## src/rtl/if_pkg.sv

```systemverilog
// ---------------------------------------------------------------------------
// if_pkg
// Shared definitions for the instruction-fetch front end.
//   fetch_state_e : fetch controller state encoding
//   RESET_VECTOR  : first PC after reset, shared with the PC stage
//   NOP_INST      : instruction word handed to decode in place of a fetch
// ---------------------------------------------------------------------------
package if_pkg;

  typedef enum logic [2:0] {
    IDLE = 3'd0,
    REQ  = 3'd1,
    WAIT = 3'd2,
    DROP = 3'd3,
    HOLD = 3'd4
  } fetch_state_e;

  localparam logic [31:0] RESET_VECTOR = 32'hBFC0_0000;
  localparam logic [31:0] NOP_INST     = 32'h0000_0000;

endpackage

```

## src/rtl/if_fetch_ctrl.sv

```systemverilog
// ---------------------------------------------------------------------------
// if_fetch_ctrl
// Consumer end of the PC interface. Takes one fetch address at a time, runs
// a single transaction on an SRAM-like request/addr_ok/data_ok instruction
// bus, buffers the returned word and presents instruction + PC to decode
// with a valid/accept handshake. A redirect (Flush) kills the current fetch
// and the buffered instruction, including a response already in flight.
// At most one bus transaction is outstanding.
//
// Ports
//   Clk, Rst            clock (rising edge), async active-low reset
//   PCIn/PCValid/PCReady fetch address from the PC stage
//   Flush               redirect, highest priority event in every state
//   InstReq/InstAddr    bus request and address
//   InstAddrOk          bus accepted the address this cycle
//   InstDataOk/InstRData bus read data
//   InstOut/InstPC/InstValid/InstAccept  decode handshake
//   ExcAdEL             fetch address error, qualified by InstValid
//
// Build option
//   FETCH_ALIGN_CHECK_EN : a PC with PCIn[1:0]!=0 skips the bus and is
//                          handed to decode as a nop with ExcAdEL=1.
//                          When undefined ExcAdEL stays 0 and the low two
//                          address bits are forced to 0 on the bus.
// ---------------------------------------------------------------------------
module if_fetch_ctrl
  import if_pkg::*;
#(
  parameter int ADDR_W = 32,
  parameter int INST_W = 32
) (
  input  logic              Clk,
  input  logic              Rst,
  input  logic [ADDR_W-1:0] PCIn,
  input  logic              PCValid,
  output logic              PCReady,
  input  logic              Flush,
  output logic              InstReq,
  output logic [ADDR_W-1:0] InstAddr,
  input  logic              InstAddrOk,
  input  logic              InstDataOk,
  input  logic [INST_W-1:0] InstRData,
  output logic [INST_W-1:0] InstOut,
  output logic [ADDR_W-1:0] InstPC,
  output logic              InstValid,
  input  logic              InstAccept,
  output logic              ExcAdEL
);

  fetch_state_e      r_state;
  logic              r_req;
  logic [ADDR_W-1:0] r_pc;
  logic [INST_W-1:0] r_inst;
  logic              r_valid;
  logic              r_exc;

  logic              w_pc_take;
  logic              w_misalign;

  // PCReady must react to Flush/InstAccept in the same cycle, so it is the
  // only combinational output.
  always_comb begin
    // NOTE: assign a default before the case so every path drives the
    // output; a missing branch would otherwise infer a latch.
    PCReady = 1'b0;
    case (r_state)
      IDLE:    PCReady = ~Flush;
      HOLD:    PCReady = InstAccept & ~Flush;
      default: PCReady = 1'b0;
    endcase
  end

  assign w_pc_take = PCValid & PCReady;

`ifdef FETCH_ALIGN_CHECK_EN
  assign w_misalign = |PCIn[1:0];
  assign InstAddr   = r_pc;
`else
  assign w_misalign = 1'b0;
  assign InstAddr   = {r_pc[ADDR_W-1:2], 2'b00};
`endif

  assign InstReq   = r_req;
  assign InstPC    = r_pc;
  assign InstOut   = r_inst;
  assign InstValid = r_valid;
  assign ExcAdEL   = r_exc;

  // NOTE: all state and output registers use non-blocking assignments so
  // every branch sees the pre-edge values and later assignments in the
  // block cleanly override earlier ones.
  always_ff @(posedge Clk or negedge Rst) begin
    if (!Rst) begin
      r_state <= IDLE;
      r_req   <= 1'b0;
      r_pc    <= '0;
      r_inst  <= INST_W'(NOP_INST);
      r_valid <= 1'b0;
      r_exc   <= 1'b0;
    end else begin
      case (r_state)
        IDLE: ;  // a new PC is handled by the common take logic below

        REQ: begin
          if (Flush) begin
            // Withdrawing an unaccepted request is legal; an accepted one
            // still owes us a data beat that must be swallowed.
            r_req   <= 1'b0;
            r_state <= InstAddrOk ? DROP : IDLE;
          end else if (InstAddrOk) begin
            r_req   <= 1'b0;
            r_state <= WAIT;
          end
        end

        WAIT: begin
          if (Flush) begin
            r_state <= InstDataOk ? IDLE : DROP;
          end else if (InstDataOk) begin
            r_inst  <= InstRData;
            r_valid <= 1'b1;
            r_state <= HOLD;
          end
        end

        DROP: begin
          if (InstDataOk) r_state <= IDLE;
        end

        HOLD: begin
          if (Flush || InstAccept) begin
            r_valid <= 1'b0;
            r_exc   <= 1'b0;
            r_state <= IDLE;
          end
        end

        default: r_state <= IDLE;
      endcase

      // PCReady is only ever high in IDLE or HOLD-with-accept, so taking a
      // PC overrides whatever the state branch chose above. This gives the
      // back-to-back HOLD -> REQ path without duplicating the latch logic.
      if (w_pc_take) begin
        r_pc <= PCIn;
        if (w_misalign) begin
          r_inst  <= INST_W'(NOP_INST);
          r_valid <= 1'b1;
          r_exc   <= 1'b1;
          r_state <= HOLD;
        end else begin
          r_req   <= 1'b1;
          r_state <= REQ;
        end
      end
    end
  end

endmodule

```

## config.mk

```make
export PLATFORM = sky130hd
export DESIGN_NAME = if_fetch_ctrl
export DESIGN_NICKNAME = d
export VERILOG_FILES = /design/src/rtl/if_pkg.sv /design/src/rtl/if_fetch_ctrl.sv
export SDC_FILE = /design/constraint.sdc
export NUM_CORES = 1
export LEC_CHECK = 0
export ABC_AREA = 0
export CAP_MARGIN = 20
export CORE_MARGIN = 2
export CORE_UTILIZATION = 42
export DETAILED_ROUTE_END_ITERATION = 12
export PLACE_DENSITY_LB_ADDON = 0.25
export SLEW_MARGIN = 20
export SYNTH_ARGS = -nofsm -noshare
export SYNTH_HDL_FRONTEND = slang
export SYNTH_SLANG_ARGS = --single-unit
export TNS_END_PERCENT = 10
```

## constraint.sdc

```tcl
create_clock -name Clk -period 2.8 [get_ports Clk]
set_input_delay 0.56 -clock Clk [delete_from_list [all_inputs] [get_ports Clk]]
set_output_delay 0.56 -clock Clk [all_outputs]
set_load 0.005 [all_outputs]
```

==> results.yml, run 1 <==
pwr:
  ir_worst_vdd_mv: 0.513
  cellPowerDensity_nw_per_um2: 1070
  cellLeakagePower_uw: 0.00204
die:
  core_um2: 7180
  die_y_um: 89.7
  die_w_um: 89.7
  die_area_um2: 8050
  initial_core_util_pct: 43.0
  io_pins: 171
  rows: 31
sta:
  setup_violations: 0
  max_slew_margin_pct: 53.5
  finClkSkew_ns: 0.0111
  report.final.slew_viol_count: 0
  final-hold-violation-count: 0
  fin_crit_sh_pct: 91.1
  fmax_ghz: 0.392
  rsz0062_at_grt: "no"
  setup-tns-final_ns: 0
  worst_pin_slew_ns: 0.697
  post-route-min-period_ns: 2.55
critical_path:
  endpoint_kind: "output port"
  max_stage_delay_ns: 0.55
  cp_top_family: "buffers and inverters"
  crit_path_max_fanout: 3
  crit_chain: "clkdlybuf4s50_1 -> and2b_4 -> nor4_1 -> clkdlybuf4s50_1"
  cp_num_buf_inv: 2
  crit_slowest_cell: "clkdlybuf4s50_1"
  worstSetupPathType: "in -> out"
  regToRegSetupSlack_ns: 1.03
  cp_data_arrival_time_ns: 1.99
  worst_setup_path_start_kind: "input port"
  required_ns: 2.24
  critPathMostFrequentCell: "clkdlybuf4s50_1"
status:
  status: "finished, final reports clean"
final_layout:
  nFillCells: 529
  seq_area_um2: 1730
  multi_input_area_um2: 1020
  nets: 413
  area_growth_syn_to_layout_pct: 56.4
  drive_gt1_share_pct: 21.9
  antennaDiodeCount: 0
  final_core_util_pct: 67.3
cts:
  cts_hold_buf: 0
  cts_sinks: 69
  cts_tree: "built"
  post_cts_buffers: 0
  cts_resized: 0
  cts-root-buf: "clkbuf_8"
  clk_pin_slew_ns: 0.08
  clk_path_buf_depth: 2
  clkLatencyLatePin_ns: 0.34
  cts_made_buffers: 9
  cts_max_level: 3
global_routing:
  track_usage_pct: 17.8
  antenna_found_initial: 0
  grt_pass1_wl_mm: 11.3
  overflow: 0
  grt_pass1_vias: 2105
  grt_max_degree: 41
synthesis:
  netlist_top_cells_area: "dfrtp_1 (56%), mux2_4 (14%), buf_4 (9.0%), mux2_2 (8.4%), mux2_1 (4.7%)"
  yosysWarnings: 0
  ys_types: 24
  ys_async_sr_fraction_pct: 100
  synth_commonest_cells: "dfrtp_1 (69), buf_4 (37), mux2_4 (28), mux2_2 (23), mux2_1 (13)"
  synth-main-ff-cell: "dfrtp_1"
  synth-seq-area-share_pct: 56.0
  synth_seq_cells: 69
  netlist_area_um2: 3090
  synth.top_cell.area_share_pct: 56.0
  yosys.area.top_type: "dfrtp_1"
  synth_edf_count: 0
  synth_cells: 199
  syn-mean-instance-area_um2: 15.5
  synth_most_common_cell: "dfrtp_1"
route:
  vias: 2046
  via_per_inst: 4.59
  drt_pass1_iterations: 3
  drc: 0
  ant_nets: 0
  drt_wl_total_mm: 6.88
  routedWlPerCell_um: 15.4
  drtIter0Drc: 48
place:
  dpl.hpwl_mm: 5.11
  gp_congestion: 0.819
  io_buffers: 167
hold_path:
  hold_class: "in -> async"
run:
  max-cap-violations: 0
[routing by layer]
metal / vias up / share of wire [%] / track usage [%] / routed length, µm
met4: 0 / 1.9 / 7.05 / 131
li1: 931 / - / - / -
met1: 1000 / 44 / 22.3 / 3000
met2: 104 / 48 / 28.7 / 3280
met3: 11 / 6.7 / 5.78 / 464
met5: - / 0 / 0 / 0
[registers in the layout, summed over array words and instances, names as in the netlist]
register   cells
InstOut       32
InstPC        32
r_state        3
InstReq        1
InstValid      1
[final cells by class]
class	count	share of cell area, %
flip-flops and latches	69	35.8
clock buffers	10	2.85
repair buffers	171	35.9
multi-input cells	91	21.1
well taps	99	2.57
clock inverters	6	1.79
[stage by stage]
step | cell area, µm² | hold slack (ns) | setup WS [ns] | power (µW) | instances
global route | 4830 | 0.299 | 0.174 | 5440 | 446
floorplan | 3090 | 0.264 | 1.07 | 2950 | 201
detailed placement | 4600 | 0.469 | 0.257 | 4290 | 430
global placement | 4600 | 0.463 | 0.266 | 4230 | 430
CTS | 4830 | 0.282 | 0.239 | 5220 | 446
finish | 4830 | 0.264 | 0.250 | 5150 | 446
[worst paths after layout]
kind | to | from | cells after the start
worst max-delay path | PCReady | InstAccept | 4
worst min-delay path | InstPC[30] | Rst | 1
worst max register to register | InstPC[1] | r_state[2] | 4
worst min register to register | InstReq | InstReq | 1
max in group asynchronous | InstOut[17] | Rst | 2
min in group Clk | InstReq | InstReq | 1
[worst register-to-register path, stage by stage (launching register included)]
cell and delay [ns]:
dfrtp_1 0.46, and2b_4 0.22, nor4bb_4 0.31, buf_12 0.29
mux2_2 0.39
[power by group]
| part | switching [µW] | internal (µW) | total [µW] |
|---|---|---|---|
| clock | 382 | 524 | 906 |
| combinational | 620 | 1790 | 2410 |
| sequential | 346 | 1490 | 1840 |
[cell families after synthesis]
logic type,synth area share [%]
other,0.122
buffers and inverters,11.3
AND/OR/NAND/NOR,4.58
AO/OA/AOI/OAI,1.26
multiplexers,26.8
flip-flops,56.0
[layout by cell type, fill, tap and decap left out, types with 2 or more instances in the layout]
cell	instances
clkbuf_8	10
nor3_1	2
buf_12	3
clkinv_2	2
mux2_4	28
nor2_1	3
conb_1	3
nor2b_1	3
nand3b_1	2
dfrtp_1	69
clkdlybuf4s50_1	166
mux2_1	13
bufinv_16	2
o21ai_0	3
mux2_2	23
Note: power is estimated with default switching activity, not from simulation.
==> run 2: changes to the inputs <==
ABC_CLOCK_PERIOD_IN_PS = 2800   (was default)
==> results of run 2 <==
Same layout as run 1: the final DEF is identical, and so are final timing and power.
==> run 3: changes to the inputs <==
ABC_CLOCK_PERIOD_IN_PS = 2200   (was 2800)
CORE_UTILIZATION = 35   (was 42)
clock period = 2.2 ns   (was 2.8 ns; I/O delays follow)
==> run 3 against run 2 <==
Total power rose by 25%. Cell area barely moved. Utilization fell by 11 points. Sequential cell count did not move. Sequential share of layout area barely moved. Non-clock buffer count rose by 1. First-iteration DRC count fell by 52%. Routed wire length fell by 2.5%. Setup slack got worse by 0.068 ns. Register-to-register slack got worse by 0.62 ns. Critical path depth did not move. Critical endpoint unchanged.
==> results.yml, run 3 (synthesis results as in run 1) <==
global_routing:
  grt_max_degree: 70
  grt_pass1_wl_mm: 10.7
  track_usage_pct: 14.0
  grt_pass1_vias: 2133
  overflow: 0
  antenna_found_initial: 0
final_layout:
  final_cells: 456
  finish.instance_area_um2: 4830
  final_core_util_pct: 55.9
  area_growth_syn_to_layout_pct: 56.5
  nets: 414
  final_common_cell: "clkdlybuf4s50_1"
  drive_gt1_share_pct: 22.1
  layout_common_cells: "clkdlybuf4s50_1 (165), dfrtp_1 (69), mux2_4 (28), mux2_2 (23), mux2_1 (13)"
  antennaDiodeCount: 0
  nFillCells: 736
sta:
  post-route-min-period_ns: 2.02
  fin_crit_sh_pct: 91.7
  fin_ws_ns: 0.182
  fmax_ghz: 0.496
  report.final.slew_viol_count: 0
  final-hold-violation-count: 0
  finClkSkew_ns: 0.0120
  rsz0062_at_grt: "no"
  setup_violations: 0
critical_path:
  regToRegSetupSlack_ns: 0.41
  critPathCapture: "PCReady"
  max_stage_delay_ns: 0.47
  endpoint_kind: "output port"
  reg2reg_depth: 4
  startpoint: "InstAccept"
  worst_setup_path_start_kind: "input port"
  r2r_start: "r_state[0]"
  r2r_end: "InstPC[2]"
  cp_data_arrival_time_ns: 1.58
  worstSetupPathType: "in -> out"
  crit_path_max_fanout: 3
  crit_slowest_cell: "clkdlybuf4s50_1"
  crit_chain: "clkdlybuf4s50_1 -> and2b_4 -> nor4_1 -> dlygate4sd2_1"
  required_ns: 1.76
pwr:
  p_int_uw: 4730
  p_seq_share_pct: 36.1
  swShare_pct: 26.5
  total_power_uw: 6440
  switchingPower_uw: 1710
  ir_worst_vdd_mv: 0.608
  cellLeakagePower_uw: 0.00204
  cellPowerDensity_nw_per_um2: 1330
  power_frac_clock_pct: 16.6
  pwr-share-comb_pct: 47.4
route:
  wl_met2_mm: 3.27
  ant_nets: 0
  via_per_inst: 4.45
  drtIter0Drc: 23
  drt_pass1_iterations: 3
  vias: 2027
  drt_wl_total_mm: 6.70
  drc: 0
  routed-wl-met3_um: 439
  wl_met1_mm: 2.84
  top_layer: "met4"
  routedWlPerCell_um: 14.7
die:
  die_w_um: 97.9
  core_um2: 8640
  rows: 34
  initial_core_util_pct: 35.7
  io_pins: 171
  die_area_um2: 9580
  die_y_um: 97.9
hold_path:
  hold_class: "in -> async"
run:
  max-cap-violations: 0
cts:
  cts_tree: "built"
  clk_pin_slew_ns: 0.08
  cts_max_level: 3
  cts-root-buf: "clkbuf_8"
  cts_hold_buf: 0
  cts_made_buffers: 9
  post_cts_buffers: 0
  clkLatencyLatePin_ns: 0.34
  cts_resized: 1
  clk_path_buf_depth: 2
  cts_sinks: 69
place:
  pre_cts_ws_ns: -0.105
  io_buffers: 167
  gp_congestion: 0.704
  numPlacedInstances: 440
  dpl-instance-area_um2: 4620
  dpl.hpwl_mm: 4.85
status:
  status: "finished, final reports clean"
-- run 3: stage by stage --
stage | hold WS [ns] | setup TNS [ns]
global route | 0.120 | 0
CTS | 0.108 | 0
detailed placement | 0.474 | -1.13
global placement | 0.463 | -0.195
finish | 0.105 | 0
floorplan | 0.144 | 0
-- run 3: how the worst min path moves through the flow --
stage                  from          end  cells past startpoint
floorplan               Rst   InstOut[0]                      0
global placement    InstReq      InstReq                      1
detailed placement  InstReq      InstReq                      1
CTS                     Rst  InstOut[26]                      2
global route            Rst   InstOut[3]                      2
finish                  Rst  InstOut[27]                      2
-- run 3: area by class of cell --
type / count / area (µm²) / area share [%]
clock buffers: 10 / 138 / 2.85
clock inverters: 6 / 71.3 / 1.48
multi-input cells: 91 / 1020 / 21.1
flip-flops and latches: 69 / 1730 / 35.8
well taps: 108 / 135 / 2.80
repair buffers: 172 / 1740 / 36.0
-- run 3: worst max-delay path: cells and delay by family --
family | cells | cell delay, ns
buf+inv | 2 | 0.74
simple gates | 2 | 0.39
-- run 3: power by group through the flow --
stage / clock network [µW] / registers [µW] / logic (µW)
after CTS: 1110 / 2330 / 3110
after detailed placement: 0 / 2350 / 3100
final: 1070 / 2320 / 3050
after global routing: 1170 / 2420 / 3240
after floorplan: 0 / 2340 / 1420
after global placement: 0 / 2320 / 3060
-- run 3: routing by layer --
layer	vias up	global-route usage, %
met3	9	5.08
met4	0	5.77
met2	91	22.5
met1	994	17.0
li1	933	-
met5	-	0
